`src/rtl/nand_pkg.sv`:
```
`default_nettype none
// ============================================================================
//  Module   : nand_pkg
//  Purpose  : Shared definitions for the NAND read bridge: read-sequencer
//             state encoding and default bus widths.
//  Contents : c_DEF_DATA_W  default NAND data bus width
//             c_DEF_CNT_W   default byte-count width
//             rd_state_t    read sequencer states (IDLE/ISSUE/WAIT/FIN)
//  Revision : 1.0  initial release
// ============================================================================
package nand_pkg;

   localparam int c_DEF_DATA_W = 8;
   localparam int c_DEF_CNT_W  = 16;

   typedef enum logic [1:0] {
      ST_IDLE  = 2'd0,
      ST_ISSUE = 2'd1,
      ST_WAIT  = 2'd2,
      ST_FIN   = 2'd3
   } rd_state_t;

endpackage : nand_pkg
`default_nettype wire

```
`src/rtl/nand_rd_fifo.sv`:
```
`default_nettype none
// ============================================================================
//  Module   : nand_rd_fifo
//  Purpose  : Synchronous show-ahead FIFO holding captured NAND bytes.
//  Ports    : CLK        system clock, rising edge
//             RST        synchronous active-high reset (flushes pointers)
//             push       write push_data (ignored when full)
//             push_data  byte to store
//             pop        drop the head entry (ignored when empty)
//             full       no free entries
//             empty      no stored entries
//             head_data  current head entry, zero while empty
//  Params   : DATA_W, DEPTH (power of two, >= 2)
//  Revision : 1.0  initial release
// ============================================================================
module nand_rd_fifo #(
   parameter int DATA_W = 8,
   parameter int DEPTH  = 16
) (
   input  logic              CLK,
   input  logic              RST,
   input  logic              push,
   input  logic [DATA_W-1:0] push_data,
   input  logic              pop,
   output logic              full,
   output logic              empty,
   output logic [DATA_W-1:0] head_data
);

   localparam int c_AW = $clog2(DEPTH);

   logic [DATA_W-1:0] r_mem [DEPTH];
   // One extra pointer bit tells a wrapped (full) FIFO from an empty one.
   logic [c_AW:0]     r_wr_ptr;
   logic [c_AW:0]     r_rd_ptr;
   logic              w_do_push;
   logic              w_do_pop;

   assign empty     = (r_wr_ptr == r_rd_ptr);
   assign full      = (r_wr_ptr[c_AW] != r_rd_ptr[c_AW]) &&
                      (r_wr_ptr[c_AW-1:0] == r_rd_ptr[c_AW-1:0]);
   assign w_do_push = push & ~full;
   assign w_do_pop  = pop & ~empty;

   always_ff @(posedge CLK) begin
      if (RST) begin
         r_wr_ptr <= '0;
         r_rd_ptr <= '0;
      end else begin
         if (w_do_push) r_wr_ptr <= r_wr_ptr + 1'b1;
         if (w_do_pop)  r_rd_ptr <= r_rd_ptr + 1'b1;
      end
   end

   // Storage is not reset; stale contents are hidden by the empty gate below.
   always_ff @(posedge CLK) begin
      if (w_do_push) r_mem[r_wr_ptr[c_AW-1:0]] <= push_data;
   end

   assign head_data = empty ? '0 : r_mem[r_rd_ptr[c_AW-1:0]];

endmodule : nand_rd_fifo
`default_nettype wire

```
`src/rtl/nand_rd_capture.sv`:
```
`default_nettype none
// ============================================================================
//  Module   : nand_rd_capture
//  Purpose  : NAND page-read sequencer and data capture. Issues one RD_Start
//             per byte to the read-strobe generator, samples DQ_In while REn
//             is low, pushes each byte on the REn rising edge into a capture
//             FIFO drained through a valid/ready interface.
//  Ports    : CLK, RST            clock / synchronous active-high reset
//             Start, Byte_Num     transfer request and length (IDLE only)
//             Busy, Done, Err     status (Err sticky until next Start)
//             RD_Start, RD_Over   strobe generator handshake
//             REn_In, DQ_In       device REn and synchronised data bus
//             Out_Data/Valid/Ready  host-side stream
//             Csum                16-bit byte sum (optional)
//  Options  : NAND_RD_CAPTURE_CSUM_EN adds the Csum output and its adder.
//  Revision : 1.0  initial release
// ============================================================================
module nand_rd_capture
   import nand_pkg::*;
#(
   parameter int DATA_W     = c_DEF_DATA_W,
   parameter int CNT_W      = c_DEF_CNT_W,
   parameter int FIFO_DEPTH = 16
) (
   input  logic              CLK,
   input  logic              RST,
   input  logic              Start,
   input  logic [CNT_W-1:0]  Byte_Num,
   output logic              Busy,
   output logic              Done,
   output logic              Err,
   output logic              RD_Start,
   input  logic              RD_Over,
   input  logic              REn_In,
   input  logic [DATA_W-1:0] DQ_In,
   output logic [DATA_W-1:0] Out_Data,
   output logic              Out_Valid,
   input  logic              Out_Ready
`ifdef NAND_RD_CAPTURE_CSUM_EN
   ,
   output logic [15:0]       Csum
`endif
);

   rd_state_t         r_state;
   logic [CNT_W-1:0]  r_remaining;
   logic              r_got_byte;
   logic              r_ren_d;
   logic [DATA_W-1:0] r_hold;
   logic              r_busy;
   logic              r_done;
   logic              r_err;

   logic              w_full;
   logic              w_empty;
   logic              w_rise;
   logic              w_push;
   logic              w_pop;

   assign w_rise = ~r_ren_d & REn_In;
   // Only the first REn rising edge of a strobe carries the byte.
   assign w_push = (r_state == ST_WAIT) & w_rise & ~r_got_byte;
   assign w_pop  = ~w_empty & Out_Ready;

   // Decoded from registered state so the strobe lines up with the ISSUE
   // cycle; gating on full keeps any push from ever overflowing the FIFO.
   assign RD_Start  = (r_state == ST_ISSUE) & ~w_full;
   assign Busy      = r_busy;
   assign Done      = r_done;
   assign Err       = r_err;
   assign Out_Valid = ~w_empty;

   always_ff @(posedge CLK) begin
      if (RST) begin
         r_state     <= ST_IDLE;
         r_remaining <= '0;
         r_got_byte  <= 1'b0;
         r_ren_d     <= 1'b1;
         r_hold      <= '0;
         r_busy      <= 1'b0;
         r_done      <= 1'b0;
         r_err       <= 1'b0;
      end else begin
         r_ren_d <= REn_In;
         if (!REn_In) r_hold <= DQ_In;
         r_done <= 1'b0;

         case (r_state)
            ST_IDLE: begin
               if (Start) begin
                  r_err       <= 1'b0;
                  r_busy      <= 1'b1;
                  r_remaining <= Byte_Num;
                  if (Byte_Num == '0) begin
                     r_state <= ST_FIN;
                     r_done  <= 1'b1;
                  end else begin
                     r_state <= ST_ISSUE;
                  end
               end
            end

            ST_ISSUE: begin
               if (!w_full) begin
                  r_got_byte <= 1'b0;
                  r_state    <= ST_WAIT;
               end
            end

            ST_WAIT: begin
               if (w_push) r_got_byte <= 1'b1;
               if (RD_Over) begin
                  // A push in the same cycle as RD_Over still counts.
                  if (!r_got_byte && !w_push) r_err <= 1'b1;
                  r_remaining <= r_remaining - CNT_W'(1);
                  if (r_remaining == CNT_W'(1)) begin
                     r_state <= ST_FIN;
                     r_done  <= 1'b1;
                  end else begin
                     r_state <= ST_ISSUE;
                  end
               end
            end

            ST_FIN: begin
               r_state <= ST_IDLE;
               r_busy  <= 1'b0;
            end

            default: r_state <= ST_IDLE;
         endcase
      end
   end

`ifdef NAND_RD_CAPTURE_CSUM_EN
   logic [15:0] r_csum;

   always_ff @(posedge CLK) begin
      if (RST) begin
         r_csum <= '0;
      end else if ((r_state == ST_IDLE) && Start) begin
         r_csum <= '0;
      end else if (w_push) begin
         r_csum <= r_csum + 16'(r_hold);
      end
   end

   assign Csum = r_csum;
`endif

   nand_rd_fifo #(
      .DATA_W (DATA_W),
      .DEPTH  (FIFO_DEPTH)
   ) u_fifo (
      .CLK       (CLK),
      .RST       (RST),
      .push      (w_push),
      .push_data (r_hold),
      .pop       (w_pop),
      .full      (w_full),
      .empty     (w_empty),
      .head_data (Out_Data)
   );

endmodule : nand_rd_capture
`default_nettype wire

```
`config.mk`:
```
export PLATFORM = sky130hd
export DESIGN_NAME = nand_rd_capture
export DESIGN_NICKNAME = d
export VERILOG_FILES = /design/src/rtl/nand_pkg.sv /design/src/rtl/nand_rd_fifo.sv /design/src/rtl/nand_rd_capture.sv
export SDC_FILE = /design/constraint.sdc
export NUM_CORES = 1
export LEC_CHECK = 0
export CAP_MARGIN = 30
export CORE_ASPECT_RATIO = 1.4
export CORE_MARGIN = 2
export CORE_UTILIZATION = 53
export DETAILED_ROUTE_END_ITERATION = 12
export PLACE_DENSITY = 0.72
export SLEW_MARGIN = 30
export SYNTH_ARGS = -nofsm -noshare
export SYNTH_HDL_FRONTEND = slang
export SYNTH_SLANG_ARGS = --single-unit
```
`constraint.sdc`:
```
create_clock -name CLK -period 3.85 [get_ports CLK]
set_input_delay 1.155 -clock CLK [delete_from_list [all_inputs] [get_ports CLK]]
set_output_delay 1.155 -clock CLK [all_outputs]
set_load 0.05 [all_outputs]
```
## Yosys cells after proc, flatten, opt, wreduce, memory -nomap -nowiden

Memory sizes are Yosys's and may differ from the RTL's. A register that Yosys moved wholly into a read port is not among the register bits.
Index checks and enable logic that the tools add are counted.
W data, S select, Z words.

- $add $sub $neg: 3
- Equality and inequality tests: 12
- Muxes and demuxes: 28
- Bitwise operators: 11
- Reductions and logical operators: 14

Operators by type and width:

| operator | count |
|---|---|
| $mux W16 | 2 |
| $pmux W16 S2 | 1 |
| $eq A16 B1 Y1 const B | 1 |
| $logic_not A16 Y1 | 1 |
| $sub A16 B1 Y16 const B | 1 |
| $mux W1 | 12 |
| $add A5 B1 Y5 const B | 2 |
| $mux W2 | 5 |
| $reduce_and A3 Y1 | 3 |
| $mux W4 | 2 |
| $mux W8 | 1 |
| $pmux W1 S2 | 4 |
| $pmux W2 S4 | 1 |
| $and A1 B1 Y1 | 7 |
| $ne A2 B2 Y1 const B | 3 |
| $reduce_bool A2 Y1 | 3 |
| $eq A5 B5 Y1 | 1 |
| $eq A2 B2 Y1 const B | 2 |
| $eq A4 B4 Y1 | 1 |
| $ne A2 B1 Y1 const B | 2 |
| $not A1 Y1 | 4 |
| $reduce_and A4 Y1 | 1 |
| $eq A2 B1 Y1 const B | 1 |
| $logic_and A1 B1 Y1 | 2 |
| other kinds (4) | 5 |

- Register bits after elaboration: 41
- Bits in writable memories: 128
- Bits of input ports: 30
- Output and inout port bits: 13
- Word-level logic and storage cells: 79
- Memories: 1

Memory list:

| name | words | bits a word | read ports | clocked after Yosys merged registers in | wr ports | line | RTL |
|---|---|---|---|---|---|---|---|
| u_fifo.r_mem | 16 | 8 | 1 | 1 | 1 | nand_rd_fifo.sv:32 | `logic [DATA_W-1:0] r_mem [DEPTH];` |

## Logic depth before layout (Yosys ltp)

- Depth in word-level cells: 9
- Gate-level depth with buffers: 7
- Mapped depth without buffers: 6

## Modules after synthesis

Synthesis repeated with hierarchy kept, for this count alone.

- Cell total of the unflattened synthesis: 513
- Area total of the unflattened synthesis: 7,495.9 um^2

By module, submodules not included:

| module | instances | cells an instance | area each (um^2) | seq. area each (um^2) |
|---|---|---|---|---|
| nand_rd_fifo | 1 | 301 | 5,719.2 | 4,124.0 |
| nand_rd_capture | 1 | 212 | 1,776.7 | 620.6 |

## Worst setup path before layout

No wires, ideal clock.

- Path kind: reg2out
- Start: reg (tool-made name)
- End: out Out_Data[0]
- Arrival time: 2.172 ns
- Data required time: 2.695 ns
- Slack: 0.523 ns
- Stages on the path, launching flop included: 7
- Path buffers: 3
- Path through: dfxtp_1 -> buf_2 -> buf_2 -> buf_2 -> mux2i_1 -> or2_2 -> a21oi_1

RTL lines:

| item | line | RTL |
|---|---|---|
| end, declared | nand_rd_capture.sv:36 | `output logic [DATA_W-1:0] Out_Data,` |

==> results.sh <==
export IMPL_drt_wirelength_per_cell_um=22.1
export IMPL_postRouteAntennaNets=0
export IMPL_row_count=51
export IMPL_slew_headroom=0.429
export IMPL_setup_violations_final=0
export IMPL_antenna_found_initial=0
export IMPL_syn_area_per_cell_um2=14.1
export IMPL_start_kind="flip-flop"
export IMPL_cts_root_buf="clkbuf_16"
export IMPL_cp_required_ns=2.69
export IMPL_synth_edf_count=128
export IMPL_cts_tree="built"
export IMPL_io_buffers=42
export IMPL_layout_commonest_cell="edfxtp_1"
export IMPL_start_util=0.540
export IMPL_final_core_util=0.633
export IMPL_ys_flop_type="edfxtp_1"
export IMPL_core_um2=13900
export IMPL_fmax_mhz=276
export IMPL_io_pins=43
export IMPL_worstSetupPathType="flip-flop to output pin"
export IMPL_post_cts_buffers=0
export IMPL_rsz0062_at_grt="false"
export IMPL_crit_path_max_fanout=20
export IMPL_synth_cell_types=59
export IMPL_cap_violations=0
export IMPL_dr_first_iter_drc_count=296
export IMPL_detail_route_first_pass_iterations=5
export IMPL_drt_total_wl_um=17100
export IMPL_leakage_uw=0.00297
export IMPL_tightest_slew_ns=0.856
export IMPL_die_y_um=145
export IMPL_synth_cells=532
export IMPL_status="finished clean"
export IMPL_dp_hpwl_um=11600
export IMPL_htreeDepth=4
export IMPL_path_cells="buf_4 -> mux2i_1 -> a22oi_1 -> nand3_1 -> a21oi_1 -> buf_12"
export IMPL_gp_congestion=0.849
export IMPL_ys_ff_latch=173
export IMPL_ys_warn_count=0
export IMPL_tns_ns=0
export IMPL_max_stage_delay_ns=0.75
export IMPL_most_common_layout_cells="edfxtp_1 (128), dfxtp_1 (43), mux2i_1 (35)"
export IMPL_antenna_cells=0
export IMPL_async_flop_share=0
export IMPL_syn2layout_area_growth_pct=17.3
export IMPL_hold_viol_final=0
export IMPL_nNetsFinal=615
export IMPL_hold_buffers=0
export IMPL_crit_path_end_kind="output pin"
export IMPL_vias=4710
export IMPL_critical_path_slowest_cell="dfxtp_2"
export IMPL_route_met3_wl_um=804
export IMPL_drt_met1_wl_um=6300
export IMPL_drv_slew=0
export IMPL_arrival_ns=2.47
export IMPL_peakVddDrop_mv=0.385
export IMPL_path_clk_slew_ns=0.07
export IMPL_dieArea_um2=15200
export IMPL_clock_sinks=173
export IMPL_wl_met2_um=9660
export IMPL_grt_pass1_wl_um=26400
export IMPL_grt_max_degree=31
export IMPL_clk_latency_ns=0.42
export IMPL_cts_made_buffers=17
export IMPL_hp_class="flip-flop to flip-flop"
export IMPL_synth_seq_area_share=0.631
export IMPL_route_detailed_drc=0
export IMPL_grt_pass1_vias=4755
export IMPL_finalClockSkew_ns=0.0124
export IMPL_cellPowerDensity_nw_per_um2=467
export IMPL_r2r_setup_slack_ns=1.39
export IMPL_syn_area_um2=7510
export IMPL_via_per_inst=6.07
export IMPL_drive_gt1_frac=0.188
export IMPL_overflow=0
export IMPL_fin_crit_sh=0.942
export IMPL_grt_total_usage=0.236
export IMPL_clockBufferDepth=2
export IMPL_die_w_um=105
export IMPL_highest_layer="met4"
export IMPL_post_route_min_period_ns=3.62
export IMPL_synth_fp_nets=569
## per-stage QoR
step           worst slack, ns  hold slack (ns)  cell area, µm²  total power [µW]  instances
2_1_floorplan            0.523            0.457            7510              2300        532
3_3_place_gp             0.683            0.469            8200              2420        744
3_5_place_dp             0.617            0.482            8200              2430        744
4_1_cts                  0.125            0.492            8810              4140        776
5_1_grt                0.00472            0.539            8810              4230        776
6_report                 0.225            0.496            8810              4120        776
## logic make-up after synthesis
| kind of cell | share of synthesized area |
|---|---|
| mux | 0.131 |
| xor+xnor | 0.00816 |
| fa+ha+maj | 0.0117 |
| compound gates | 0.0813 |
| buf+inv | 0.0233 |
| flops | 0.631 |
| simple gates | 0.114 |
## metal layers
metal,vias to the layer above,global-route usage
li1,2164,-
met1,2337,0.259
met2,184,0.454
met3,25,0.0484
met4,0,0.0835
met5,-,0
## where the power goes
part / total (µW) / switching, µW / internal [µW]
combinational: 289 / 155 / 135
clock: 1730 / 792 / 938
sequential: 2100 / 68.5 / 2030
total: 4120 / 1020 / 3100
## synthesized netlist by cell type, drive strengths merged, types with 8 or more instances
library cell  instances  area, µm²
or2                  10       62.6
nand2b                8       50.1
mux2                  8       90.1
nand2                18       67.6
nor2                 31        116
buf                   9       50.0
dfxtp                45        901
edfxtp              128       3840
mux2i                35        350
nor2b                19        119
o21ai                 8       40.0
and3                 15       93.8
nand3                13       65.1
mux4                 24        541
a21oi                31        155
a211oi                9       72.6
clkbuf               19       91.3
inv                   9       33.8
## worst max-delay path: cells and delay by family (launching register included)
kind                   cells  cell delay [ns]
AOI/OAI and AO/OA          2             0.49
buffers and inverters      2             0.54
DFF                        1             0.75
muxes                      1             0.13
and+or+nand+nor            1             0.14
## state kept, by name (all words and copies together), names as in the netlist, named ones only
register,count
u_fifo.r_wr_ptr,5
r_ren_d,1
u_fifo.r_rd_ptr,5
r_got_byte,1
r_hold,8
u_fifo.r_mem,128
Err,1
Busy,1
r_state,2
r_remaining,16
Done,1
## final timing paths
check	start	endpoint	depth (start not counted)
max	flip-flop	Out_Data[4]	6
min	r_remaining[8]	r_remaining[8]	2
max reg2reg	r_state[1]	u_fifo.r_mem[12][0]	6
min reg2reg	r_remaining[8]	r_remaining[8]	2
## what timing repair did
| action | CTS | global route |
|---|---|---|
| setup endpoints to repair | 0 | 1 |
| gates resized for setup | 0 | 1 |
| hold endpoints to repair | 0 | 0 |
## final cells by class
cell class                 instances  area, µm²
inverter                           9       33.8
clock buffer                      17        425
sequential                       173       4750
multi-input combinational        322       2590
clock inverter                    15        186
fill                            1073       5100
tap                              185        231
timing repair buffer              55        593
No activity file was read; power rests on OpenSTA's default activity.
